--- src/rtl/z85_regbank_pkg.sv ---
// ----------------------------------------------------------------------------
// z85_regbank_pkg
// Shared definitions for the Z85 register bank:
//   - register-pair index constants used on every select port
//   - dump sequencer state encoding
//   - dump entry-count helper (active pairs plus shadow banks)
// ----------------------------------------------------------------------------
package z85_regbank_pkg;

    localparam logic [3:0] IDX_BC = 4'd0;
    localparam logic [3:0] IDX_DE = 4'd1;
    localparam logic [3:0] IDX_HL = 4'd2;
    localparam logic [3:0] IDX_AF = 4'd3;
    localparam logic [3:0] IDX_IX = 4'd4;
    localparam logic [3:0] IDX_IY = 4'd5;
    localparam logic [3:0] IDX_SP = 4'd6;
    localparam logic [3:0] IDX_PC = 4'd7;
    localparam logic [3:0] IDX_WZ = 4'd8;
    localparam logic [3:0] IDX_IR = 4'd9;

    // Number of architecturally visible pairs; indices at or above are reserved.
    localparam int NUM_PAIRS = 10;

    typedef enum logic {
        ST_IDLE = 1'b0,
        ST_DUMP = 1'b1
    } dump_state_t;

    // Ten active pairs, then BC/DE/HL/AF for every non-active bank.
    function automatic int dump_entries(input int nbanks);
        return NUM_PAIRS + 4 * (nbanks - 1);
    endfunction

endpackage

--- src/rtl/z85_regbank_dump.sv ---
// ----------------------------------------------------------------------------
// z85_regbank_dump
// Debug dump sequencer. Walks every register entry once per dbg_req using a
// valid/ready handshake and tells the parent which pair and bank offset to
// present on dbg_data.
// Ports:
//   clk, rst_n          clock, async active-low reset
//   dbg_req             start a dump (ignored while one is running)
//   dbg_ready           consumer accepts the presented entry
//   dbg_valid, dbg_busy high for the whole dump
//   dbg_idx             entry currently presented
//   rd_idx              pair index the parent must read for this entry
//   bank_off            bank offset from the active bank (0 = active)
// ----------------------------------------------------------------------------
module z85_regbank_dump
    import z85_regbank_pkg::*;
#(
    parameter int NBANKS = 2,
    parameter int IW     = 4,
    parameter int BW     = 1
) (
    input  logic          clk,
    input  logic          rst_n,
    input  logic          dbg_req,
    input  logic          dbg_ready,
    output logic          dbg_valid,
    output logic          dbg_busy,
    output logic [IW-1:0] dbg_idx,
    output logic [3:0]    rd_idx,
    output logic [BW-1:0] bank_off
);

    localparam logic [IW-1:0] LAST_IDX = IW'(dump_entries(NBANKS) - 1);

    dump_state_t   state;
    dump_state_t   state_d;
    logic [IW-1:0] idx_d;
    int            entry;

    // State and entry index registers; reset aborts a dump immediately.
    always_ff @(posedge clk or negedge rst_n) begin
        if (!rst_n) begin
            state   <= ST_IDLE;
            dbg_idx <= '0;
        end else begin
            state   <= state_d;
            dbg_idx <= idx_d;
        end
    end

    // Next-state logic and handshake outputs.
    always_comb begin
        state_d   = state;
        idx_d     = dbg_idx;
        dbg_valid = 1'b0;
        dbg_busy  = 1'b0;
        case (state)
            ST_IDLE: begin
                if (dbg_req) begin
                    state_d = ST_DUMP;
                    idx_d   = '0;
                end
            end
            ST_DUMP: begin
                dbg_valid = 1'b1;
                dbg_busy  = 1'b1;
                if (dbg_ready) begin
                    if (dbg_idx == LAST_IDX) begin
                        state_d = ST_IDLE;
                        idx_d   = '0;
                    end else begin
                        idx_d = dbg_idx + 1'b1;
                    end
                end
            end
            default: begin
                state_d = ST_IDLE;
            end
        endcase
    end

    // Entry-to-register mapping: the first ten entries are the active pairs,
    // then groups of four (BC, DE, HL, AF) for bank offsets 1..NBANKS-1.
    always_comb begin
        entry    = int'(dbg_idx) - NUM_PAIRS;
        rd_idx   = 4'(dbg_idx);
        bank_off = '0;
        if (dbg_idx >= IW'(NUM_PAIRS)) begin
            rd_idx   = {2'b00, entry[1:0]};
            bank_off = BW'((entry >> 2) + 1);
        end
    end

endmodule

--- src/rtl/z85_regbank.sv ---
// ----------------------------------------------------------------------------
// z85_regbank
// Z85 CPU register file: banked BC/DE/HL and AF, unbanked IX/IY/SP/PC/WZ/IR,
// NRD combinational read ports, two byte-enabled write ports, bank rotation,
// refresh counter increment and a handshaked debug dump of every entry.
// Ports:
//   clk, rst_n                    clock, async active-low reset
//   rd_sel[NRD] / rd_data[NRD]    read pair select / pair value (hi byte first)
//   wrN_en/sel/be/data (N=0,1)    write ports, be[1] = high byte, wr0 wins
//   exx_req, exaf_req             rotate BC/DE/HL bank, rotate AF bank
//   r_inc                         increment R[6:0], keeping R[7]
//   dbg_req/valid/ready/idx/data/busy   debug dump interface
// ----------------------------------------------------------------------------
module z85_regbank
    import z85_regbank_pkg::*;
#(
    parameter int NBANKS = 2,
    parameter int NRD    = 3,
    parameter int BYPASS = 1
) (
    input  logic        clk,
    input  logic        rst_n,
    input  logic [3:0]  rd_sel  [NRD],
    output logic [15:0] rd_data [NRD],
    input  logic        wr0_en,
    input  logic [3:0]  wr0_sel,
    input  logic [1:0]  wr0_be,
    input  logic [15:0] wr0_data,
    input  logic        wr1_en,
    input  logic [3:0]  wr1_sel,
    input  logic [1:0]  wr1_be,
    input  logic [15:0] wr1_data,
    input  logic        exx_req,
    input  logic        exaf_req,
    input  logic        r_inc,
    input  logic        dbg_req,
    output logic        dbg_valid,
    input  logic        dbg_ready,
    output logic [$clog2(dump_entries(NBANKS))-1:0] dbg_idx,
    output logic [15:0] dbg_data,
    output logic        dbg_busy
);

    localparam int BW = $clog2(NBANKS);
    localparam int IW = $clog2(dump_entries(NBANKS));

    logic [15:0] bc_q [NBANKS];
    logic [15:0] de_q [NBANKS];
    logic [15:0] hl_q [NBANKS];
    logic [15:0] af_q [NBANKS];
    logic [15:0] ix_q, iy_q, sp_q, pc_q, wz_q, ir_q;
    logic [BW-1:0] reg_bank, af_bank;

    logic [NUM_PAIRS-1:0] hi_hit, lo_hit;
    logic [7:0]           hi_val [NUM_PAIRS];
    logic [7:0]           lo_val [NUM_PAIRS];
    logic [15:0]          act    [NUM_PAIRS];
    logic [15:0]          fwd    [NUM_PAIRS];
    logic [15:0]          ir_inc;

    logic [3:0]    dump_rd_idx;
    logic [BW-1:0] dump_off;
    logic [BW-1:0] dump_rb, dump_ab;

    function automatic logic [15:0] merge(input logic [15:0] cur,
                                          input logic hh, input logic [7:0] hv,
                                          input logic lh, input logic [7:0] lv);
        return {(hh ? hv : cur[15:8]), (lh ? lv : cur[7:0])};
    endfunction

    // Per-pair byte write decode. wr1 is applied first so wr0 overrides it on
    // a shared byte; reserved selects never match a pair and are dropped.
    always_comb begin
        for (int p = 0; p < NUM_PAIRS; p++) begin
            hi_hit[p] = 1'b0;
            lo_hit[p] = 1'b0;
            hi_val[p] = 8'h00;
            lo_val[p] = 8'h00;
            if (wr1_en && wr1_sel == 4'(p)) begin
                if (wr1_be[1]) begin hi_hit[p] = 1'b1; hi_val[p] = wr1_data[15:8]; end
                if (wr1_be[0]) begin lo_hit[p] = 1'b1; lo_val[p] = wr1_data[7:0]; end
            end
            if (wr0_en && wr0_sel == 4'(p)) begin
                if (wr0_be[1]) begin hi_hit[p] = 1'b1; hi_val[p] = wr0_data[15:8]; end
                if (wr0_be[0]) begin lo_hit[p] = 1'b1; lo_val[p] = wr0_data[7:0]; end
            end
        end
    end

    // Active-bank view of all pairs, plus the same view with this cycle's
    // writes forwarded in when bypass is enabled.
    always_comb begin
        act[IDX_BC] = bc_q[reg_bank];
        act[IDX_DE] = de_q[reg_bank];
        act[IDX_HL] = hl_q[reg_bank];
        act[IDX_AF] = af_q[af_bank];
        act[IDX_IX] = ix_q;
        act[IDX_IY] = iy_q;
        act[IDX_SP] = sp_q;
        act[IDX_PC] = pc_q;
        act[IDX_WZ] = wz_q;
        act[IDX_IR] = ir_q;
        for (int p = 0; p < NUM_PAIRS; p++) begin
            fwd[p] = act[p];
            if (BYPASS != 0) begin
                fwd[p] = merge(act[p], hi_hit[p], hi_val[p], lo_hit[p], lo_val[p]);
            end
        end
    end

    // Combinational read ports; reserved indices read as zero.
    always_comb begin
        for (int i = 0; i < NRD; i++) begin
            rd_data[i] = 16'h0000;
            if (rd_sel[i] < 4'(NUM_PAIRS)) begin
                rd_data[i] = fwd[rd_sel[i]];
            end
        end
    end

    // Refresh increment keeps R[7]; a low-byte write is merged on top of it.
    assign ir_inc = r_inc ? {ir_q[15:7], ir_q[6:0] + 7'd1} : ir_q;

    // Register state. Writes address the banks selected before any rotate in
    // the same cycle, since reg_bank/af_bank update on the same edge.
    always_ff @(posedge clk or negedge rst_n) begin
        if (!rst_n) begin
            for (int b = 0; b < NBANKS; b++) begin
                bc_q[b] <= 16'h0000;
                de_q[b] <= 16'h0000;
                hl_q[b] <= 16'h0000;
                af_q[b] <= 16'hFFFF;
            end
            ix_q     <= 16'h0000;
            iy_q     <= 16'h0000;
            sp_q     <= 16'hFFFF;
            pc_q     <= 16'h0000;
            wz_q     <= 16'h0000;
            ir_q     <= 16'h0000;
            reg_bank <= '0;
            af_bank  <= '0;
        end else begin
            bc_q[reg_bank] <= merge(bc_q[reg_bank], hi_hit[IDX_BC], hi_val[IDX_BC], lo_hit[IDX_BC], lo_val[IDX_BC]);
            de_q[reg_bank] <= merge(de_q[reg_bank], hi_hit[IDX_DE], hi_val[IDX_DE], lo_hit[IDX_DE], lo_val[IDX_DE]);
            hl_q[reg_bank] <= merge(hl_q[reg_bank], hi_hit[IDX_HL], hi_val[IDX_HL], lo_hit[IDX_HL], lo_val[IDX_HL]);
            af_q[af_bank]  <= merge(af_q[af_bank],  hi_hit[IDX_AF], hi_val[IDX_AF], lo_hit[IDX_AF], lo_val[IDX_AF]);
            ix_q <= merge(ix_q,   hi_hit[IDX_IX], hi_val[IDX_IX], lo_hit[IDX_IX], lo_val[IDX_IX]);
            iy_q <= merge(iy_q,   hi_hit[IDX_IY], hi_val[IDX_IY], lo_hit[IDX_IY], lo_val[IDX_IY]);
            sp_q <= merge(sp_q,   hi_hit[IDX_SP], hi_val[IDX_SP], lo_hit[IDX_SP], lo_val[IDX_SP]);
            pc_q <= merge(pc_q,   hi_hit[IDX_PC], hi_val[IDX_PC], lo_hit[IDX_PC], lo_val[IDX_PC]);
            wz_q <= merge(wz_q,   hi_hit[IDX_WZ], hi_val[IDX_WZ], lo_hit[IDX_WZ], lo_val[IDX_WZ]);
            ir_q <= merge(ir_inc, hi_hit[IDX_IR], hi_val[IDX_IR], lo_hit[IDX_IR], lo_val[IDX_IR]);
            if (exx_req) begin
                reg_bank <= reg_bank + 1'b1;
            end
            if (exaf_req) begin
                af_bank <= af_bank + 1'b1;
            end
        end
    end

    z85_regbank_dump #(
        .NBANKS (NBANKS),
        .IW     (IW),
        .BW     (BW)
    ) u_dump (
        .clk       (clk),
        .rst_n     (rst_n),
        .dbg_req   (dbg_req),
        .dbg_ready (dbg_ready),
        .dbg_valid (dbg_valid),
        .dbg_busy  (dbg_busy),
        .dbg_idx   (dbg_idx),
        .rd_idx    (dump_rd_idx),
        .bank_off  (dump_off)
    );

    assign dump_rb = reg_bank + dump_off;
    assign dump_ab = af_bank + dump_off;

    // Dump data is live. Offset 0 shares the read-port path (including
    // forwarding); shadow banks can never be the target of a same-cycle write.
    always_comb begin
        dbg_data = 16'h0000;
        if (dump_off == '0) begin
            if (dump_rd_idx < 4'(NUM_PAIRS)) begin
                dbg_data = fwd[dump_rd_idx];
            end
        end else begin
            case (dump_rd_idx)
                IDX_BC:  dbg_data = bc_q[dump_rb];
                IDX_DE:  dbg_data = de_q[dump_rb];
                IDX_HL:  dbg_data = hl_q[dump_rb];
                IDX_AF:  dbg_data = af_q[dump_ab];
                default: dbg_data = 16'h0000;
            endcase
        end
    end

endmodule

--- config.mk ---
export PLATFORM = sky130hd
export DESIGN_NAME = z85_regbank
export DESIGN_NICKNAME = d
export VERILOG_FILES = /design/src/rtl/z85_regbank_pkg.sv /design/src/rtl/z85_regbank_dump.sv /design/src/rtl/z85_regbank.sv
export SDC_FILE = /design/constraint.sdc
export NUM_CORES = 1
export LEC_CHECK = 0
export CORE_MARGIN = 5
export CORE_UTILIZATION = 65
export DETAILED_ROUTE_END_ITERATION = 6
export PLACE_DENSITY = 0.91
export SETUP_SLACK_MARGIN = 0.15
export SLEW_MARGIN = 40
export SYNTH_ARGS = -nofsm -noshare
export SYNTH_HDL_FRONTEND = slang
export SYNTH_SLANG_ARGS = --single-unit
--- constraint.sdc ---
create_clock -name clk -period 4.13 [get_ports clk]
set_input_delay 0.6195 -clock clk [delete_from_list [all_inputs] [get_ports clk]]
set_output_delay 0.6195 -clock clk [all_outputs]
set_load 0.05 [all_outputs]
==> results of run 1 <==
==> cells by family after synthesis <==
group           Yosys count  synth area share, %
compound gates          782                 26.6
xor+xnor                  4                0.271
fa+ha+maj                 2                0.126
buf+inv                 309                 6.42
flops                   231                 29.4
mux                     332                 18.9
simple gates            713                 18.2
==> per-stage QoR <==
| step | utilization [%] | hold WS, ps | TNS (ps) | area [sq um] |
|---|---|---|---|---|
| 3_5_place_dp | 79.1 | 477 | -2250 | 24000 |
| 3_3_place_gp | 79.0 | 463 | -790 | 24000 |
| 2_1_floorplan | - | 324 | 0 | 19900 |
| 4_1_cts | 84.5 | 31.9 | 0 | 25600 |
==> layer usage <==
| metal | global-route usage (%) | GRT overflow |
|---|---|---|
| met3 | 71.7 | 19 |
| met5 | 63.0 | 4 |
| met1 | 77.6 | 13 |
| met4 | 68.7 | 50 |
| met2 | 89.1 | 77 |
==> synthesized netlist by cell type, drive strengths merged, types with 45 or more instances <==
cell type / n / area, sq um
inv: 55 / 206
a22oi: 45 / 338
nand3: 180 / 906
clkbuf: 156 / 586
a21oi: 107 / 536
nand2: 104 / 390
nor2: 136 / 515
dfrtp: 183 / 4580
mux2: 150 / 1690
o21ai: 151 / 756
mux2i: 163 / 1630
a31oi: 92 / 591
o22ai: 93 / 582
nor3: 137 / 697
buf: 96 / 473
dfstp: 48 / 1260
==> timing repair <==
action,4_1_cts
hold buffers,0
gates resized for setup,107
setup endpoints to repair,59
cloned,3
buffers inserted,14
pin swaps,17
==> impl_metrics.ini, run 1 <==
[synth]
synthArstFlopShare_pct = 100
ys_types = 87
synthCells = 2373
ys_seq_area_share_pct = 29.4
synth_edf_count = 0
synth-main-ff-cell = dfrtp_1
synth_nets = 2440
syn_area_sq_um = 19800
syn_avg_cell_area_sq_um = 8.36
ys_ff_latch = 231
yosysWarnings = 0

[placement]
dp_cells = 2979
portBuffers = 134
gp_congestion = 1.42
place_ws_ps = -240
hpwl_microns = 69500

[run_status]
error = [ERROR GRT-0116] Global routing finished with congestion. Check the congestion regions in the DRC Viewer.
status = stopped before the end
stop_stage = global routing

[global_routing]
grt_pass1_wl_microns = 198000
grt_overflow = 163
gr-usage-all-layers_pct = 77.9
grt_max_degree = 77
grt_pass1_vias = 30700

[floorplan]
die_x_microns = 185
die_h_microns = 185
pin_count = 135
start_util_pct = 65.4
rows = 64

[cts]
cts.path.max_buffers = 3
cts_made_buffers = 26
htreeDepth = 1
clockRootBuffer = clkbuf_16
clock_sinks = 231
==> inputs of run 2 (changes only) <==
CORE_UTILIZATION = 40   (was 65)
PLACE_DENSITY = unset   (was 0.91)
PLACE_DENSITY_LB_ADDON = 0.15   (was unset)
SETUP_SLACK_MARGIN = unset   (was 0.15)
==> run 2 against run 1 <==
The flow now finishes, with violations (setup timing); synthesized area unchanged; synthesized cell count unchanged.
==> impl_metrics.ini, run 2 <==
[run_status]
status = finished with violations
violations = setup timing

[setup_path]
cp.arrival_ps = 3560
critPathRequiredTime_ps = 3510
crit_type = in -> out
critPathCaptureType = output pin
start_kind = input port
critPathMaxFanout = 18

[synth]
synth-main-ff-cell = dfrtp_1
synth_xor_area_share_pct = 0.271
ys_types = 87
synth_compound_area_share_pct = 26.6
synthSimpleGateAreaFrac_pct = 18.2
ys_top_cells_by_count = dfrtp_1 (183), nand3_1 (179), mux2i_1 (163)
syn_area_sq_um = 19800
syn_avg_cell_area_sq_um = 8.36
yosysMostFrequentCell = dfrtp_1
ys_seq_area_share_pct = 29.4
synth_area_leaders = dfrtp_1 (23%), mux2_2 (8.5%), mux2i_1 (8.2%), dfstp_2 (6.4%), nand3_1 (4.5%)
synth_nets = 2440
yosysWarnings = 0
synthCells = 2373
synth_fa_ha_area_share_pct = 0.126
synth_largest_area_cell = dfrtp_1
synthMuxAreaShare_pct = 18.9
synth_edf_count = 0
synth_top_family_by_area = compound AO/OA/AOI/OAI gates
synth_top_area_share_pct = 23.1
ys_ff_latch = 231
synthArstFlopShare_pct = 100

[sta]
fin_ws_ps = -46.2
skew_ps = 28.1
setup_viol = 7
slew_violations = 0
post-route-period-util_pct = 101
finalCriticalPeriod_ps = 4180
fmax_mhz = 239
hold_ws_ps = 483
hold_viol_final = 0
slew_headroom_pct = 46.8
rsz0062_at_grt = yes
finalSetupTns_ps = -173
worst_pin_slew_ps = 796

[cts]
cts.path.max_buffers = 3
clock_sinks = 231
tritoncts = yes
htreeDepth = 1
clk_latency_ps = 600
clockRootBuffer = clkbuf_16
clkTransAtPathRegs_ps = 60
cts_made_buffers = 28

[global_routing]
antenna_found_initial = 3
grt_pass1_vias = 23600
grt_max_degree = 115
gr-usage-all-layers_pct = 42.6
grt_overflow = 0
grt_pass1_wl_microns = 170000

[placement]
place_ws_ps = -399
gp_congestion = 1.09
hpwl_microns = 91800
portBuffers = 134
dp_cells = 3496
place_area_sq_um = 26500

[routing]
wl_per_cell_microns = 33.9
viasPerCell = 6.98
num_vias = 25000
drt_iter0_markers = 3909
ant_nets = 0
drc = 0
dr.pass1.iters = 7
wl_microns = 121000

[floorplan]
rows = 81
die_area_sq_um = 54100
core-area_sq_um = 49000
die_h_microns = 233
start_util_pct = 40.5
die_x_microns = 233
pin_count = 135

[finish]
fill_cells = 4292
fin_cells = 3577
fin_area_sq_um = 29000
final_cell_mix = buf_4 (538), dfrtp_1 (180), nand3_1 (175)
post_route_cells_drive_above_1_share_pct = 38.5
final_core_util_pct = 59.3
final_common_cell = buf_4
fin_nets = 2956
synthToLayoutAreaGrowth_pct = 46.2

[power]
p_leak_nw = 12.0
total_power_mw = 22.1
irDropWorstVdd_v = 0.00123
power_density_nw_per_um2 = 762

[min_path]
hp-class = reg -> reg

[job]
drv_cap = 0
==> run 2: cell counts after synthesis <==
No cell type changed its count.
==> run 2: report_power, final <==
| part | internal, mW | switching, mW | total (mW) |
|---|---|---|---|
| sequential | 3.22 | 0.589 | 3.81 |
| combinational | 6.59 | 8.73 | 15.3 |
| clock | 1.87 | 1.10 | 2.97 |
==> run 2: cell families after synthesis <==
family / Yosys count
AO/OA/AOI/OAI: 782
AND/OR/NAND/NOR: 713
multiplexers: 332
buffers and inverters: 309
flip-flops: 231
XOR/XNOR: 4
adder cells (fa/ha/maj): 2
==> run 2: worst max-delay path, cell delays in order <==
cell and delay [ps]:
clkdlybuf4s50_1 510, buf_12 150, buf_4 150, and4bb_4 220, buf_12 150, a22oi_1 260, a22oi_2 130, buf_4 220
nor2b_1 130, a221oi_1 460, o311a_1 310, buf_4 230
==> run 2: repair_timing <==
item                                    in CTS  in global routing
cloned                                       1                  5
pin swaps                                   20                 34
endpoints found under the setup margin      59                 62
gates resized for setup                    120                117
endpoints found under the hold margin        0                 27
buffers inserted                             8                 14
hold buffers                                 0                  1
==> run 2: worst paths after layout <==
path,startpoint,end,slack (ps),cells after the start
worst max-delay path,wr0_sel[3],rd_data[46],-50,12
worst min-delay path,af_q[30],af_q[30],480,2
worst max register to register,reg_bank,de_q[8],1840,7
worst min register to register,af_q[30],af_q[30],480,2
max in group asynchronous,rst_n,sp_q[3],2860,3
min in group asynchronous,rst_n,de_q[28],520,2
==> run 2: routing by layer <==
layer / vias up / global-route usage [%] / share of wire [%]
li1: 10200 / - / -
met1: 12300 / 58.7 / 39
met2: 2072 / 60.0 / 40
met3: 423 / 15.5 / 15
met4: 2 / 18.2 / 5.8
met5: - / 0 / 0.021
==> run 2: final cells by class <==
| class | count | area (sq um) | share of cell area, % |
|---|---|---|---|
| Multi-Input combinational cell | 1833 | 13700 | 47.4 |
| Timing Repair Buffer | 738 | 7270 | 25.1 |
| Sequential cell | 231 | 5850 | 20.2 |
| Tap cell | 664 | 831 | 2.86 |
| Clock buffer | 36 | 802 | 2.76 |
| Clock inverter | 16 | 299 | 1.03 |
| Inverter | 57 | 214 | 0.738 |
| Antenna cell | 2 | 5.00 | 0.0173 |
Note: power is estimated with default switching activity, not from simulation.
==> inputs of run 3 (changes only) <==
CAP_MARGIN = 20   (was unset)
clock period = 5.1 ns   (was 4.13 ns; I/O delays follow)
==> run 3 against run 2 <==
The flow finishes with violations (DRC); routed wire length fell by 1.7%; largest power group unchanged; non-clock buffer count fell by 298; register-to-register slack improved by 370 ps; combinational power fell by 28%; cell count fell by 8.2%.
==> impl_metrics.ini, run 3 (same netlist as run 2, synthesis figures left out) <==
[cts]
clk_latency_ps = 620
clock_sinks = 231
clockRootBuffer = clkbuf_16
cts.path.max_buffers = 3
tritoncts = yes
htreeDepth = 1
cts_made_buffers = 29
cts-hold-fix-buffers = 0
clkTransAtPathRegs_ps = 70

[finish]
fill_cells = 4653
final_cell_mix = buf_4 (289), dfrtp_1 (181), nand3_1 (179)
post_route_cells_drive_above_1_share_pct = 26.0
fin_nets = 2659
synthToLayoutAreaGrowth_pct = 26.6
final_common_cell = buf_4

[floorplan]
die_x_microns = 233
start_util_pct = 40.5
rows = 81
core-area_sq_um = 49000
pin_count = 135
die_area_sq_um = 54100
die_h_microns = 233

[setup_path]
cp.arrival_ps = 4300
critPathCaptureType = output pin
path_common_cell = buf_4
critPathMaxFanout = 11
slowest_delay_ps = 750
start_kind = input port
critPathRequiredTime_ps = 4340
cpMaxStageDelayCell = clkdlybuf4s50_1
crit_type = in -> out
crit_chain = clkdlybuf4s50_1 -> nand4bb_1 -> nor2_1 -> buf_4 -> a22o_1 -> o22ai_1 -> a211oi_1 -> o22a_1 -> buf_4

[routing]
viasPerCell = 7.19
drt_iter0_markers = 4335
wl_per_cell_microns = 36.3
wl_microns = 119000
ant_nets = 0
num_vias = 23600
dr.pass1.iters = 7
drc = 14

[sta]
post-route-period-util_pct = 99.2
worst_pin_slew_ps = 937
skew_ps = 12.7
fmax_mhz = 198
slew_headroom_pct = 37.3
finalCriticalPeriod_ps = 5060
setup_viol = 0
slew_violations = 0
fin_ws_ps = 39.8
rsz0062_at_grt = no
finalSetupTns_ps = 0
hold_ws_ps = 47.6
hold_viol_final = 0

[global_routing]
gr-usage-all-layers_pct = 42.3
grt_overflow = 0
grt_pass1_wl_microns = 166000
antenna_found_initial = 6
grt_max_degree = 81
grt_pass1_vias = 21800

[placement]
portBuffers = 134
hpwl_microns = 88600
gp_congestion = 1.09
place_ws_ps = -21.1

[power]
irDropWorstVdd_v = 0.00117
p_leak_nw = 10.0
power_density_nw_per_um2 = 646

[run_status]
violations = DRC
status = finished with violations

[min_path]
hp-class = in -> async

[job]
drv_cap = 0
[run 3: changes by cell type in the layout (fill, tap and decap cells not counted), moves of 17 or more]
cell / before / now
buf_4: 538 / 289
o21ai_0: 97 / 131
a31oi_1: 63 / 90
buf_12: 104 / 79
o21ai_1: 38 / 18
a31oi_2: 19 / 1
o31ai_1: 23 / 40
[run 3: final timing paths]
kind / start / end / slack (ps) / cells after the start
min in group clk: af_q[30] / af_q[30] / 480 / 2
setup / recovery: wr0_en / rd_data[27] / 40 / 9
hold reg to reg: af_q[30] / af_q[30] / 480 / 2
setup reg to reg: reg_bank / bc_q[8] / 2210 / 7
hold / removal: rst_n / hl_q[11] / 50 / 1
max in group asynchronous: rst_n / sp_q[10] / 3890 / 3
[run 3: layout make-up]
class	count	area (sq um)	share of cell area (%)
antenna	4	10.0	0.0398
clock buffer	45	866	3.45
clock inverter	8	83.8	0.334
inverter	57	214	0.852
multi-input combinational	1833	12800	51.0
sequential	231	5850	23.3
tap	664	831	3.31
timing repair buffer	440	4460	17.8
[run 3: repair_timing]
action,in CTS,in global routing
setup endpoints to repair,1,4
gates resized for setup,1,7
buffers inserted,0,0
pin swaps,0,0
[run 3: critical path, delay by kind of cell]
kind            cells  cell delay (ps)
simple gates        2             1030
buf+inv             3             1210
compound gates      4             1280
[run 3: report_power, final]
part           leakage (nW)  switching, mW  internal, mW
sequential             2.68          0.514          2.60
combinational          6.85           6.56          4.41
clock                 0.472          0.915          1.22
total                  10.0           7.99          8.23
[run 3: metrics by stage]
step	util, %	instance area, sq um	cells	power [mW]
6_report	51.3	25100	3282	16.2
5_1_grt	51.3	25100	3281	16.7
4_1_cts	51.2	25100	3277	15.8
3_5_place_dp	49.3	24100	3224	13.6
3_3_place_gp	49.2	24100	3223	13.5
2_1_floorplan	-	19800	2373	8.73
[run 3: layer usage]
| layer | share of wire, % | global-route usage, % |
|---|---|---|
| met3 | 15 | 16.1 |
| met1 | 40 | 59.8 |
| met2 | 40 | 58.5 |
| met5 | 0.0059 | 0 |
| met4 | 5.1 | 15.7 |
